===== src/rtl/io_uart_in_pkg.sv =====
// Shared register map for the UART receive port: offsets and bit positions.
package io_uart_in_pkg;
  localparam logic [13:0] DATA_OFS = 14'd0;
  localparam logic [13:0] STAT_OFS = 14'd1;
  localparam logic [13:0] CTRL_OFS = 14'd2;

  localparam int STAT_EMPTY = 8;
  localparam int STAT_FULL  = 9;
  localparam int STAT_OVR   = 10;

  localparam int CTRL_IRQ_EN  = 0;
  localparam int CTRL_FLUSH   = 1;
  localparam int CTRL_OVR_CLR = 2;

  localparam int DATA_VLD = 31;

  typedef logic [7:0] rx_byte_t;
endpackage


===== src/rtl/uart_rx_fifo.sv =====
// Synchronous byte FIFO with push/pop/flush; flush beats push, push into a full
// FIFO is accepted only when a pop happens in the same cycle, otherwise o_drop.
module uart_rx_fifo
  import io_uart_in_pkg::*;
#(
  parameter int FIFO_AW = 4
) (
  input  logic             clk,
  input  logic             rst,
  input  logic             i_push,
  input  rx_byte_t         i_wdat,
  input  logic             i_pop,
  input  logic             i_flush,
  output rx_byte_t         o_head,
  output logic [FIFO_AW:0] o_cnt,
  output logic             o_empty,
  output logic             o_full,
  output logic             o_empty_nxt,
  output logic             o_drop
);
  localparam int DEPTH = 2 ** FIFO_AW;
  localparam logic [FIFO_AW:0] FULL_CNT = (FIFO_AW + 1)'(DEPTH);

  rx_byte_t           r_mem [DEPTH];
  logic [FIFO_AW-1:0] r_wr_ptr;
  logic [FIFO_AW-1:0] r_rd_ptr;
  logic [FIFO_AW:0]   r_cnt;
  logic [FIFO_AW:0]   w_cnt_nxt;
  logic               w_pop_acc;
  logic               w_push_acc;

  assign o_empty    = (r_cnt == '0);
  assign o_full     = (r_cnt == FULL_CNT);
  assign o_cnt      = r_cnt;
  assign o_head     = r_mem[r_rd_ptr];
  assign w_pop_acc  = i_pop & ~o_empty;
  assign w_push_acc = i_push & ~i_flush & (~o_full | w_pop_acc);
  assign o_drop     = i_push & ~i_flush & o_full & ~w_pop_acc;

  always_comb begin
    w_cnt_nxt = r_cnt;
    if (i_flush)
      w_cnt_nxt = '0;
    else if (w_push_acc && !w_pop_acc)
      w_cnt_nxt = r_cnt + (FIFO_AW + 1)'(1);
    else if (!w_push_acc && w_pop_acc)
      w_cnt_nxt = r_cnt - (FIFO_AW + 1)'(1);
  end

  assign o_empty_nxt = (w_cnt_nxt == '0);

  always_ff @(posedge clk) begin
    if (rst || i_flush) begin
      r_wr_ptr <= '0;
      r_rd_ptr <= '0;
    end else begin
      if (w_push_acc) r_wr_ptr <= r_wr_ptr + FIFO_AW'(1);
      if (w_pop_acc)  r_rd_ptr <= r_rd_ptr + FIFO_AW'(1);
    end
    r_cnt <= rst ? '0 : w_cnt_nxt;
  end

  always_ff @(posedge clk) begin
    if (w_push_acc) r_mem[r_wr_ptr] <= i_wdat;
  end
endmodule


===== src/rtl/io_uart_in.sv =====
// Memory-mapped UART receive port: DATA/STATUS/CTRL registers over a byte FIFO,
// one-cycle registered read into the dma_io daisy chain, level irq while data pends.
module io_uart_in
  import io_uart_in_pkg::*;
#(
  parameter logic [13:0] UART_IN_BASE = 14'h3F10,
  parameter int          FIFO_AW      = 4
) (
  input  logic        clk,
  input  logic        rst,
  input  logic [7:0]  uart_rx_char,
  input  logic        uart_rx_we,
  input  logic        dma_io_we,
  input  logic [13:0] dma_io_wadr,
  input  logic [31:0] dma_io_wdata,
  input  logic [13:0] dma_io_radr,
  input  logic        dma_io_radr_en,
  input  logic [31:0] dma_io_rdata_in,
  output logic [31:0] dma_io_rdata,
  output logic        rx_irq
);
  logic             w_rd_data;
  logic             w_rd_stat;
  logic             w_rd_ctrl;
  logic             w_hit;
  logic             w_wr_ctrl;
  logic             w_flush;
  logic             w_irq_en_nxt;
  logic [31:0]      w_rval;
  rx_byte_t         w_head;
  logic [FIFO_AW:0] w_cnt;
  logic             w_empty;
  logic             w_full;
  logic             w_empty_nxt;
  logic             w_drop;
  logic             w_unused_wdata;

  logic             r_irq_en;
  logic             r_ovr;
  logic             r_irq;
  logic             r_hit;
  logic [31:0]      r_rdata;

  assign w_rd_data = dma_io_radr_en && (dma_io_radr == UART_IN_BASE + DATA_OFS);
  assign w_rd_stat = dma_io_radr_en && (dma_io_radr == UART_IN_BASE + STAT_OFS);
  assign w_rd_ctrl = dma_io_radr_en && (dma_io_radr == UART_IN_BASE + CTRL_OFS);
  assign w_hit     = w_rd_data | w_rd_stat | w_rd_ctrl;
  assign w_wr_ctrl = dma_io_we && (dma_io_wadr == UART_IN_BASE + CTRL_OFS);
  assign w_flush   = w_wr_ctrl & dma_io_wdata[CTRL_FLUSH];
  assign w_unused_wdata = ^dma_io_wdata[31:3];

  uart_rx_fifo #(.FIFO_AW(FIFO_AW)) u_fifo (
    .clk         (clk),
    .rst         (rst),
    .i_push      (uart_rx_we),
    .i_wdat      (uart_rx_char),
    .i_pop       (w_rd_data),
    .i_flush     (w_flush),
    .o_head      (w_head),
    .o_cnt       (w_cnt),
    .o_empty     (w_empty),
    .o_full      (w_full),
    .o_empty_nxt (w_empty_nxt),
    .o_drop      (w_drop)
  );

  // Read value reflects state before this edge's pop/push/flush.
  always_comb begin
    w_rval = '0;
    if (w_rd_data && !w_empty) begin
      w_rval[DATA_VLD] = 1'b1;
      w_rval[7:0]      = w_head;
    end else if (w_rd_stat) begin
      w_rval[FIFO_AW:0]  = w_cnt;
      w_rval[STAT_EMPTY] = w_empty;
      w_rval[STAT_FULL]  = w_full;
      w_rval[STAT_OVR]   = r_ovr;
    end else if (w_rd_ctrl) begin
      w_rval[CTRL_IRQ_EN] = r_irq_en;
    end
  end

  assign w_irq_en_nxt = w_wr_ctrl ? dma_io_wdata[CTRL_IRQ_EN] : r_irq_en;

  always_ff @(posedge clk) begin
    if (rst) begin
      r_irq_en <= 1'b0;
      r_ovr    <= 1'b0;
      r_irq    <= 1'b0;
      r_hit    <= 1'b0;
      r_rdata  <= '0;
    end else begin
      r_irq_en <= w_irq_en_nxt;
      if (w_drop)
        r_ovr <= 1'b1;
      else if (w_wr_ctrl && dma_io_wdata[CTRL_OVR_CLR])
        r_ovr <= 1'b0;
      r_irq <= w_irq_en_nxt & ~w_empty_nxt;
      r_hit <= w_hit;
      if (w_hit) r_rdata <= w_rval;
    end
  end

  assign dma_io_rdata = r_hit ? r_rdata : dma_io_rdata_in;
  assign rx_irq       = r_irq;
endmodule


===== config.mk =====
export PLATFORM = sky130hd
export DESIGN_NAME = io_uart_in
export DESIGN_NICKNAME = d
export VERILOG_FILES = /design/src/rtl/io_uart_in_pkg.sv /design/src/rtl/uart_rx_fifo.sv /design/src/rtl/io_uart_in.sv
export SDC_FILE = /design/constraint.sdc
export NUM_CORES = 1
export LEC_CHECK = 0
export BUFFER_PORTS_ARGS = -buffer_cell sky130_fd_sc_hd__buf_2
export CORE_MARGIN = 3
export CORE_UTILIZATION = 33
export CTS_CLUSTER_DIAMETER = 120
export DETAILED_ROUTE_END_ITERATION = 7
export PLACE_DENSITY = 0.59
export SETUP_SLACK_MARGIN = 0.3
export SLEW_MARGIN = 10
export SYNTH_ARGS = -nofsm -noshare
export SYNTH_HDL_FRONTEND = slang
export SYNTH_SLANG_ARGS = --single-unit

===== constraint.sdc =====
create_clock -name clk -period 4.4 [get_ports clk]
set_input_delay 0.22 -clock clk [delete_from_list [all_inputs] [get_ports clk]]
set_output_delay 0.22 -clock clk [all_outputs]
set_load 0.005 [all_outputs]

# Yosys cells after proc, flatten, opt, wreduce, memory -nomap -nowiden
# Memory sizes are Yosys's and may differ from the RTL's. A register that Yosys moved wholly into a read port is not among the register bits.
# Cells that the tools add are included.
# word_totals
ff_bits	29
out_inout_bits	33
wordCells	67
mem_bits_rw	128
n_memories	1
inputBits	105
# memory_table
name	depth	width	rd	rd_clocked_by_memory_dff	write_ports	line	text
u_fifo.r_mem	16	8	1	1	1	uart_rx_fifo.sv:24	rx_byte_t r_mem [DEPTH];
# classes
n_addsub	4
n_mux	19
bitwise	15
n_eq_ne	5
reduce_logical	15
# op_table
cell	n
== test 14 bit (second input constant)	4
2-to-1 mux 32 bit	1
2-to-1 mux 5 bit	4
2-to-1 mux 4 bit	3
logical NOT 5 bit	2
2-to-1 mux 3 bit	3
adder 4 x 1 -> 4 bit (second input constant)	2
logical AND 1 bit	8
2-to-1 mux 1 bit	8
AND 1 bit	7
adder 5 x 1 -> 5 bit (second input constant)	1
== test 5 bit (second input constant)	1
inverter 1 bit	5
subtractor 5 x 1 -> 5 bit (second input constant)	1
logical NOT 1 bit	3
bitwise OR 1 bit	3
nonzero test 2 bit	1
logical OR 1 bit	1

# Logic depth before layout (Yosys ltp)
# Gate-level depths: netlist of run 1.
# depth
word_depth	14
depth_mapped	9
depth_no_buf	8

# Cells and area by module
# Synthesis of run 1 repeated with hierarchy kept, for this count alone.
# unflattened
hier_cells	437
hier_area_um2	6975.4
# modules_own_cells
module	n_inst	seq_area_each_um2	area_each_um2	cells_per_inst
uart_rx_fifo	1	4184.0	5970.7	326
io_uart_in	1	320.3	1004.7	111

# Least setup slack after synthesis of run 1
# OpenSTA, ideal clock, no wires.
# synth_timing
path_kind	input to register
start	in dma_io_radr[3]
end	mem u_fifo.r_mem[4][0] (netlist bit) (enable)
slack_ns	1.938
t_arrival_ns	2.079
n_path_buf	1
setup_time_ns	0.383
stages	7
cell_sequence	nor4_1 -> and4_1 -> a31oi_2 -> nor2b_1 -> clkbuf_1 -> nand2_1 -> nor3_1
# synth_between
elab_chain_cells	7
# synth_lines
element	line	text
start, declared	io_uart_in.sv:16	input logic [13:0] dma_io_radr,
== test 14 bit	io_uart_in.sv:44	assign w_rd_data = dma_io_radr_en && (dma_io_radr == UART_IN_BASE + DATA_OFS);
logical AND 1 bit	io_uart_in.sv:44	
AND 1 bit	uart_rx_fifo.sv:36	assign w_pop_acc = i_pop & ~o_empty;
bitwise OR 1 bit	uart_rx_fifo.sv:37	assign w_push_acc = i_push & ~i_flush & (~o_full | w_pop_acc);
AND 1 bit	uart_rx_fifo.sv:37	
2-to-1 mux 1 bit	uart_rx_fifo.sv:64	if (w_push_acc) r_mem[r_wr_ptr] <= i_wdat;
2-to-1 mux 1 bit (not written as such)	uart_rx_fifo.sv:64	
end, declared	uart_rx_fifo.sv:24	
# No other way between the ends.

# Worst setup path after layout of run 1
# layout_timing
start	reg u_fifo.r_cnt[0], in the netlist u_fifo.o_cnt[0]
end	mem u_fifo.r_mem[15][3] (netlist bit) (enable)
# layout_between
elab_chain_cells	7
# layout_lines
element	line	text
start, declared	uart_rx_fifo.sv:27	logic [FIFO_AW:0] r_cnt;
start signal, assigned	uart_rx_fifo.sv:60	r_cnt <= rst ? '0 : w_cnt_nxt;
logical NOT 5 bit	uart_rx_fifo.sv:32	assign o_empty = (r_cnt == '0);
inverter 1 bit	uart_rx_fifo.sv:36	
AND 1 bit	uart_rx_fifo.sv:36	
bitwise OR 1 bit (*)	uart_rx_fifo.sv:37	
AND 1 bit (*)	uart_rx_fifo.sv:37	
2-to-1 mux 1 bit (*)	uart_rx_fifo.sv:64	
2-to-1 mux 1 bit (not written as such) (*)	uart_rx_fifo.sv:64	
# Mark *: on every way between the ends. The rest lies on a longest branch, timed or not.

==> results.cfg, run 1 <==
[floorplanning]
rows = 51
dieArea_mm2 = 0.0224
ios = 138
initial_core_util_pct = 34.3
fp.dieW_um = 150
core_mm2 = 0.0198
die_h_um = 150

[place]
place_congestion = 0.752
hpwl_mm = 10.2
portBuffers = 108

[synthesis]
syn_nets = 538
synth_edf_count = 128
ys_async_sr_fraction_pct = 0
yosysTopAreaCell = edfxtp_1
synth-seq-cells = 161
ys_seq_area_share_pct = 66.2
yosysUniqueCellTypes = 49
synth_cells = 425
synth_common_cells = 128 x edfxtp_1, 40 x mux4_2, 33 x dfxtp_1, 33 x nand2_1, 26 x nor2_1
yosys_warnings = 0
yosysTopAreaCellShare_pct = 56.5
synth.most_common_cell = edfxtp_1
syn_area_mm2 = 0.00681
syn_avg_cell_area_um2 = 16.0
synth_top_flop_cell = edfxtp_1
synth_area_leaders = edfxtp_1 56%, mux4_2 13%, dfxtp_1 9.7%

[global_route]
grt_max_degree = 33
grt_pass1_wl_mm = 22.3
globalRouteOverflowTotal = 0
top_usage_layer = met2
antenna_found_initial = 0
grt_pass1_vias = 3999
met2_usage_pct = 21.1
grtUsageTotal_pct = 13.3
met3_usage_pct = 3.60
gr-usage-met1_pct = 18.0

[clocking]
path_clk_slew_ns = 0.06
cts_setup_buffers = 0
numCtsBuffers = 17
insertion_delay_ns = 0.42
cts_resized = 0
hold_buffers = 0
htreeDepth = 4
clockBufferDepth = 2
clockRootBuffer = clkbuf_16
cts_sinks = 161
cts_tree = done

[pwr]
internal_power_w = 0.00250
p_per_area_mw_per_mm2 = 385
p_clk_share_pct = 42.1
p_sw_share_pct = 20.5
p_comb_share_pct = 5.0
p_switching_w = 0.000647
p_leak_nw = 2.81
pwr-share-seq_pct = 53.0
peakVddDrop_mv = 0.320

[setup_path]
start_kind = flip-flop
path_class = flip-flop to flip-flop
crit_path_start = u_fifo.o_cnt[0]
worstPathRequired_ns = 4.44
cp.arrival_ns = 3.10
r2r_end = u_fifo.r_mem[15][3]
critPathMaxFanout = 8
cp-end-kind = flip-flop
crit_path_end = u_fifo.r_mem[15][3]
worstReg2RegStart = u_fifo.o_cnt[0]
r2r_cells = 7
reg2reg_slack_ns = 1.35

[sta]
max_slew_margin_pct = 24.4
finalHoldViolations = 0
fin_setup_tns_ns = 0
setup-violations-final = 0
fin_crit_ns = 3.05
worst_pin_slew_ns = 1.13
max_freq_ghz = 0.327
rsz0062_at_grt = no
slew_violations = 0
finalCritPeriodShare_pct = 69.4
skew_ns = 0.00718

[cells_and_area]
syn_to_final_growth_pct = 20.1
regArea_mm2 = 0.00451
utilization_pct = 41.2
antennaDiodeCount = 0
fill_cells = 1784
drive_above_1_share_pct = 36.8
multi_input_area_mm2 = 0.00218
final_nets = 650

[detailed_routing]
drcViolationCount = 0
vias = 3976
finalWirelength_mm = 14.5
viasPerCell = 4.88
wl_per_cell_um = 17.8
drt-pass1-iter-count = 4
drt-initial-drc-count = 269
drt.antenna.violating_nets = 0

[job]
cap_violations = 0

[min_path]
hold_path.class = primary input to flip-flop

[run_status]
status = completed
==> critical path, cell delays in order, from the launching register on <==
cell and delay [ns]:
dfxtp_1 0.44, inv_1 0.14, ha_1 0.24, nand3_1 0.11
a31oi_2 0.10, nor2b_1 0.64, nand3_1 0.26, nor2_1 0.74
==> metrics by stage <==
| stage | cells | power [W] | hold slack [ns] | worst slack (ns) | instance area, µm² |
|---|---|---|---|---|---|
| after global routing | 814 | 0.00327 | 0.0983 | 1.11 | 8170 |
| after global placement | 783 | 0.00185 | 0.453 | 1.20 | 7640 |
| after detailed placement | 783 | 0.00186 | 0.452 | 1.12 | 7640 |
| after floorplan | 425 | 0.00177 | 0.319 | 1.94 | 6810 |
| after CTS | 814 | 0.00318 | 0.0628 | 1.27 | 8170 |
| final | 814 | 0.00315 | 0.0794 | 1.35 | 8170 |
==> routing by layer <==
metal  share of wire, %  routed length (µm)
met2                 46                6730
met5                  0                   0
met4               0.95                 138
met1                 46                6650
met3                6.9                 996
==> power groups by stage <==
stage               Combinational (W)  Clock [W]  Sequential (W)
floorplan                   0.0000746          0         0.00170
global placement             0.000152          0         0.00170
detailed placement           0.000157          0         0.00170
CTS                          0.000158    0.00136         0.00167
global route                 0.000174    0.00143         0.00167
finish                       0.000156    0.00133         0.00167
==> cell usage in the layout, fill, tap and decap left out, drive strengths merged, types with 3 or more instances in the layout <==
master	instances
a21oi	13
a31oi	5
and2	9
and3b	3
and4	3
buf	115
clkbuf	20
clkinv	8
dfxtp	33
edfxtp	128
ha	8
inv	9
mux2	12
mux4	40
nand2	33
nand3	3
nand4	3
nor2	26
nor2b	22
nor3	10
xnor2	3
xor2	6
==> worst min-delay path by stage <==
stage	from	to	slack, ns	cells after the start
2_1_floorplan	uart_rx_char[0]	u_fifo.r_mem[0][0]	0.32	0
4_1_cts	dma_io_wdata[0]	r_irq_en	0.06	3
6_report	dma_io_wdata[0]	r_irq_en	0.08	3
3_5_place_dp	r_rdata[5]	r_rdata[5]	0.45	2
5_1_grt	dma_io_wdata[0]	r_irq_en	0.1	3
3_3_place_gp	r_rdata[5]	r_rdata[5]	0.45	2
==> registers in the layout, indices dropped and copies added, names as in the netlist, named ones only <==
register and cells:
rx_irq 1, u_fifo.r_rd_ptr 4, r_ovr 1, u_fifo.r_wr_ptr 4
r_rdata 12, r_irq_en 1, u_fifo.r_mem 128, u_fifo.o_cnt 5
r_hit 1
==> area by class of cell <==
cell class	instances	share of cell area (%)
clock inverter	11	1.13
timing repair buffer	115	7.26
inverter	9	0.413
tap	265	4.06
sequential	161	55.1
multi-input combinational	233	26.7
clock buffer	20	5.34
==> cells by family (layout without fill, tap and decap cells) <==
group,Yosys count,after routing,synth area share [%]
mux,54,54,15.5
xor+xnor,9,9,1.16
fa+ha+maj,8,8,1.47
simple gates,132,132,11.0
compound gates,30,30,2.90
buf+inv,31,155,1.78
flops,161,161,66.2
Note: power is estimated with default switching activity, not from simulation.
==> run 2, diff against run 1 <==
--- a/config.mk
+++ b/config.mk
@@ -10,7 +10,7 @@
 export CORE_UTILIZATION = 33
 export CTS_CLUSTER_DIAMETER = 120
 export DETAILED_ROUTE_END_ITERATION = 7
-export PLACE_DENSITY = 0.59
+export PLACE_DENSITY = 0.6
 export SETUP_SLACK_MARGIN = 0.3
 export SLEW_MARGIN = 10
 export SYNTH_ARGS = -nofsm -noshare
==> constraint.sdc (replaced) <==
create_clock -name clk -period 2.5 [get_ports clk]
set_input_delay 0.125 -clock clk [delete_from_list [all_inputs] [get_ports clk]]
set_output_delay 0.125 -clock clk [all_outputs]
set_load 0.005 [all_outputs]
==> run 2 against run 1 <==
Flip-flop and latch count unchanged. Setup slack worse by 1.0 ns. Sequential share of layout area is 3.2 points lower. Critical endpoint is now rx_irq. Largest cell class unchanged. Largest power group unchanged.
==> results.cfg, run 2 (synthesized netlist as in run 1, its figures left out) <==
[global_route]
globalRouteOverflowTotal = 0
grt_pass1_wl_mm = 23.1
antenna_found_initial = 1
grtUsageTotal_pct = 13.6
grt_max_degree = 21
grt_pass1_vias = 4306

[pwr]
p_leak_nw = 3.09
peakVddDrop_mv = 0.466
p_per_area_mw_per_mm2 = 638

[cells_and_area]
final_cell_mix = 128 x edfxtp_1, 108 x buf_2, 43 x buf_4
largest_reg_flops = 128
utilization_pct = 43.8
syn_to_final_growth_pct = 27.6
drive_above_1_share_pct = 43.5
design_area_mm2 = 0.00869
top_register = u_fifo.r_mem
antennaDiodeCount = 0
layout_commonest_cell = edfxtp_1
final_nets = 696

[sta]
max_freq_ghz = 0.455
setup_slack_ns = 0.300
fin_hold_ws_ns = 0.0435
rsz0062_at_grt = yes
worst_pin_slew_ns = 0.645
finalHoldViolations = 0
slew_violations = 0
skew_ns = 0.00910
setup-violations-final = 0
max_slew_margin_pct = 56.9
finalCritPeriodShare_pct = 88.0
fin_setup_tns_ns = 0
fin_crit_ns = 2.20

[detailed_routing]
drt.antenna.violating_nets = 0
viasPerCell = 4.92
drt-initial-drc-count = 240
drt-pass1-iter-count = 4
finalWirelength_mm = 15.3
drcViolationCount = 0
wl_per_cell_um = 17.8
vias = 4237

[job]
cap_violations = 0

[place]
placedInstanceArea_mm2 = 0.00799
place_congestion = 0.847
portBuffers = 108
hpwl_mm = 10.7
pre_cts_ws_ns = 0.0372

[clocking]
path_clk_slew_ns = 0.06
insertion_delay_ns = 0.42
cts_tree = done
cts_sinks = 161
clockBufferDepth = 2
htreeDepth = 4
clockRootBuffer = clkbuf_16
numCtsBuffers = 17

[setup_path]
cp.arrival_ns = 2.47
r2r_cells = 8
crit_top_cell = nor4b_4
critPathMaxStageDelay_ns = 0.37
cp.depth = 8
crit_path_end = rx_irq
critPathMaxFanout = 5
worst_path_max_delay_cell = dfxtp_4
r2r_end = rx_irq
cp-end-kind = flip-flop
start_kind = flip-flop
worstPathRequired_ns = 2.77
path_buf_inv = 1
path_cells = inv_4, ha_4, nor4b_4, and4b_4, nor4b_4, a21oi_1, xor2_1, a41oi_1
path_class = flip-flop to flip-flop
reg2reg_slack_ns = 0.30
crit_path_start = u_fifo.o_cnt[1]
worstReg2RegStart = u_fifo.o_cnt[1]
crit_family = simple AND/OR/NAND/NOR gates

[floorplanning]
die_h_um = 150
ios = 138
core_mm2 = 0.0198
rows = 51
fp.dieW_um = 150
dieArea_mm2 = 0.0224
initial_core_util_pct = 34.3

[run_status]
status = completed

[min_path]
hold_path.class = primary input to flip-flop
-- run 2: cell types whose count changed in the layout (fill, tap and decap cells not counted), moves of 2 or more --
| cell | change |
|---|---|
| dfxtp_4 | +2 |
| buf_12 | +8 |
| buf_4 | +36 |
| nor3_1 | -2 |
| nor4b_4 | +2 |
| inv_1 | -2 |
| nor3_2 | +2 |
-- run 2: timing repair --
item | in CTS | in global routing
hold buffers | 1 | 0
pin swaps | 1 | 5
hold endpoints to repair | 1 | 0
endpoints found under the setup margin | 133 | 120
gates resized for setup | 9 | 10
setup buffers | 3 | 10
-- run 2: power by group --
part	internal (W)	switching, W	leakage (nW)	total, W
sequential	0.00292	0.0000148	1.42	0.00294
combinational	0.000172	0.000162	1.41	0.000335
clock	0.00127	0.00101	0.252	0.00228
-- run 2: worst min-delay path, stage by stage --
cell and delay [ns]:
buf_2 0.10, nand2_1 0.07, a22oi_1 0.06, nor2_1 0.08
-- run 2: how the worst min path moves through the flow --
| stage | from | endpoint | slack [ns] | depth (start not counted) |
|---|---|---|---|---|
| floorplan | uart_rx_char[0] | u_fifo.r_mem[0][0] | 0.22 | 0 |
| global placement | dma_io_wdata[0] | r_irq_en | 0.41 | 3 |
| detailed placement | dma_io_wdata[0] | r_irq_en | 0.42 | 3 |
| CTS | dma_io_wdata[2] | r_ovr | 0.04 | 4 |
| global route | dma_io_wdata[2] | r_ovr | 0.08 | 4 |
| finish | dma_io_wdata[2] | r_ovr | 0.04 | 4 |
-- run 2: cell type report --
cell class              count  area [µm²]
clock buffers              19         433
clock inverters            13        88.8
fillers                  1770       11200
inverters                   9        36.3
multi-input cells         233        2240
flip-flops and latches    161        4510
well taps                 265         332
repair buffers            161        1050
-- run 2: metal layers --
| layer | global-route usage (%) | vias to the layer above | wire, µm |
|---|---|---|---|
| li1 | - | 1961 | - |
| met1 | 17.9 | 2088 | 6670 |
| met3 | 3.39 | 16 | 1120 |
| met2 | 22.4 | 172 | 7350 |
| met5 | 0 | - | 0 |
| met4 | 4.26 | 0 | 165 |
-- run 2: per-stage QoR --
stage	std cells	power, W
floorplan	425	0.00312
global placement	815	0.00329
detailed placement	815	0.00330
CTS	851	0.00559
global route	861	0.00576
finish	861	0.00555
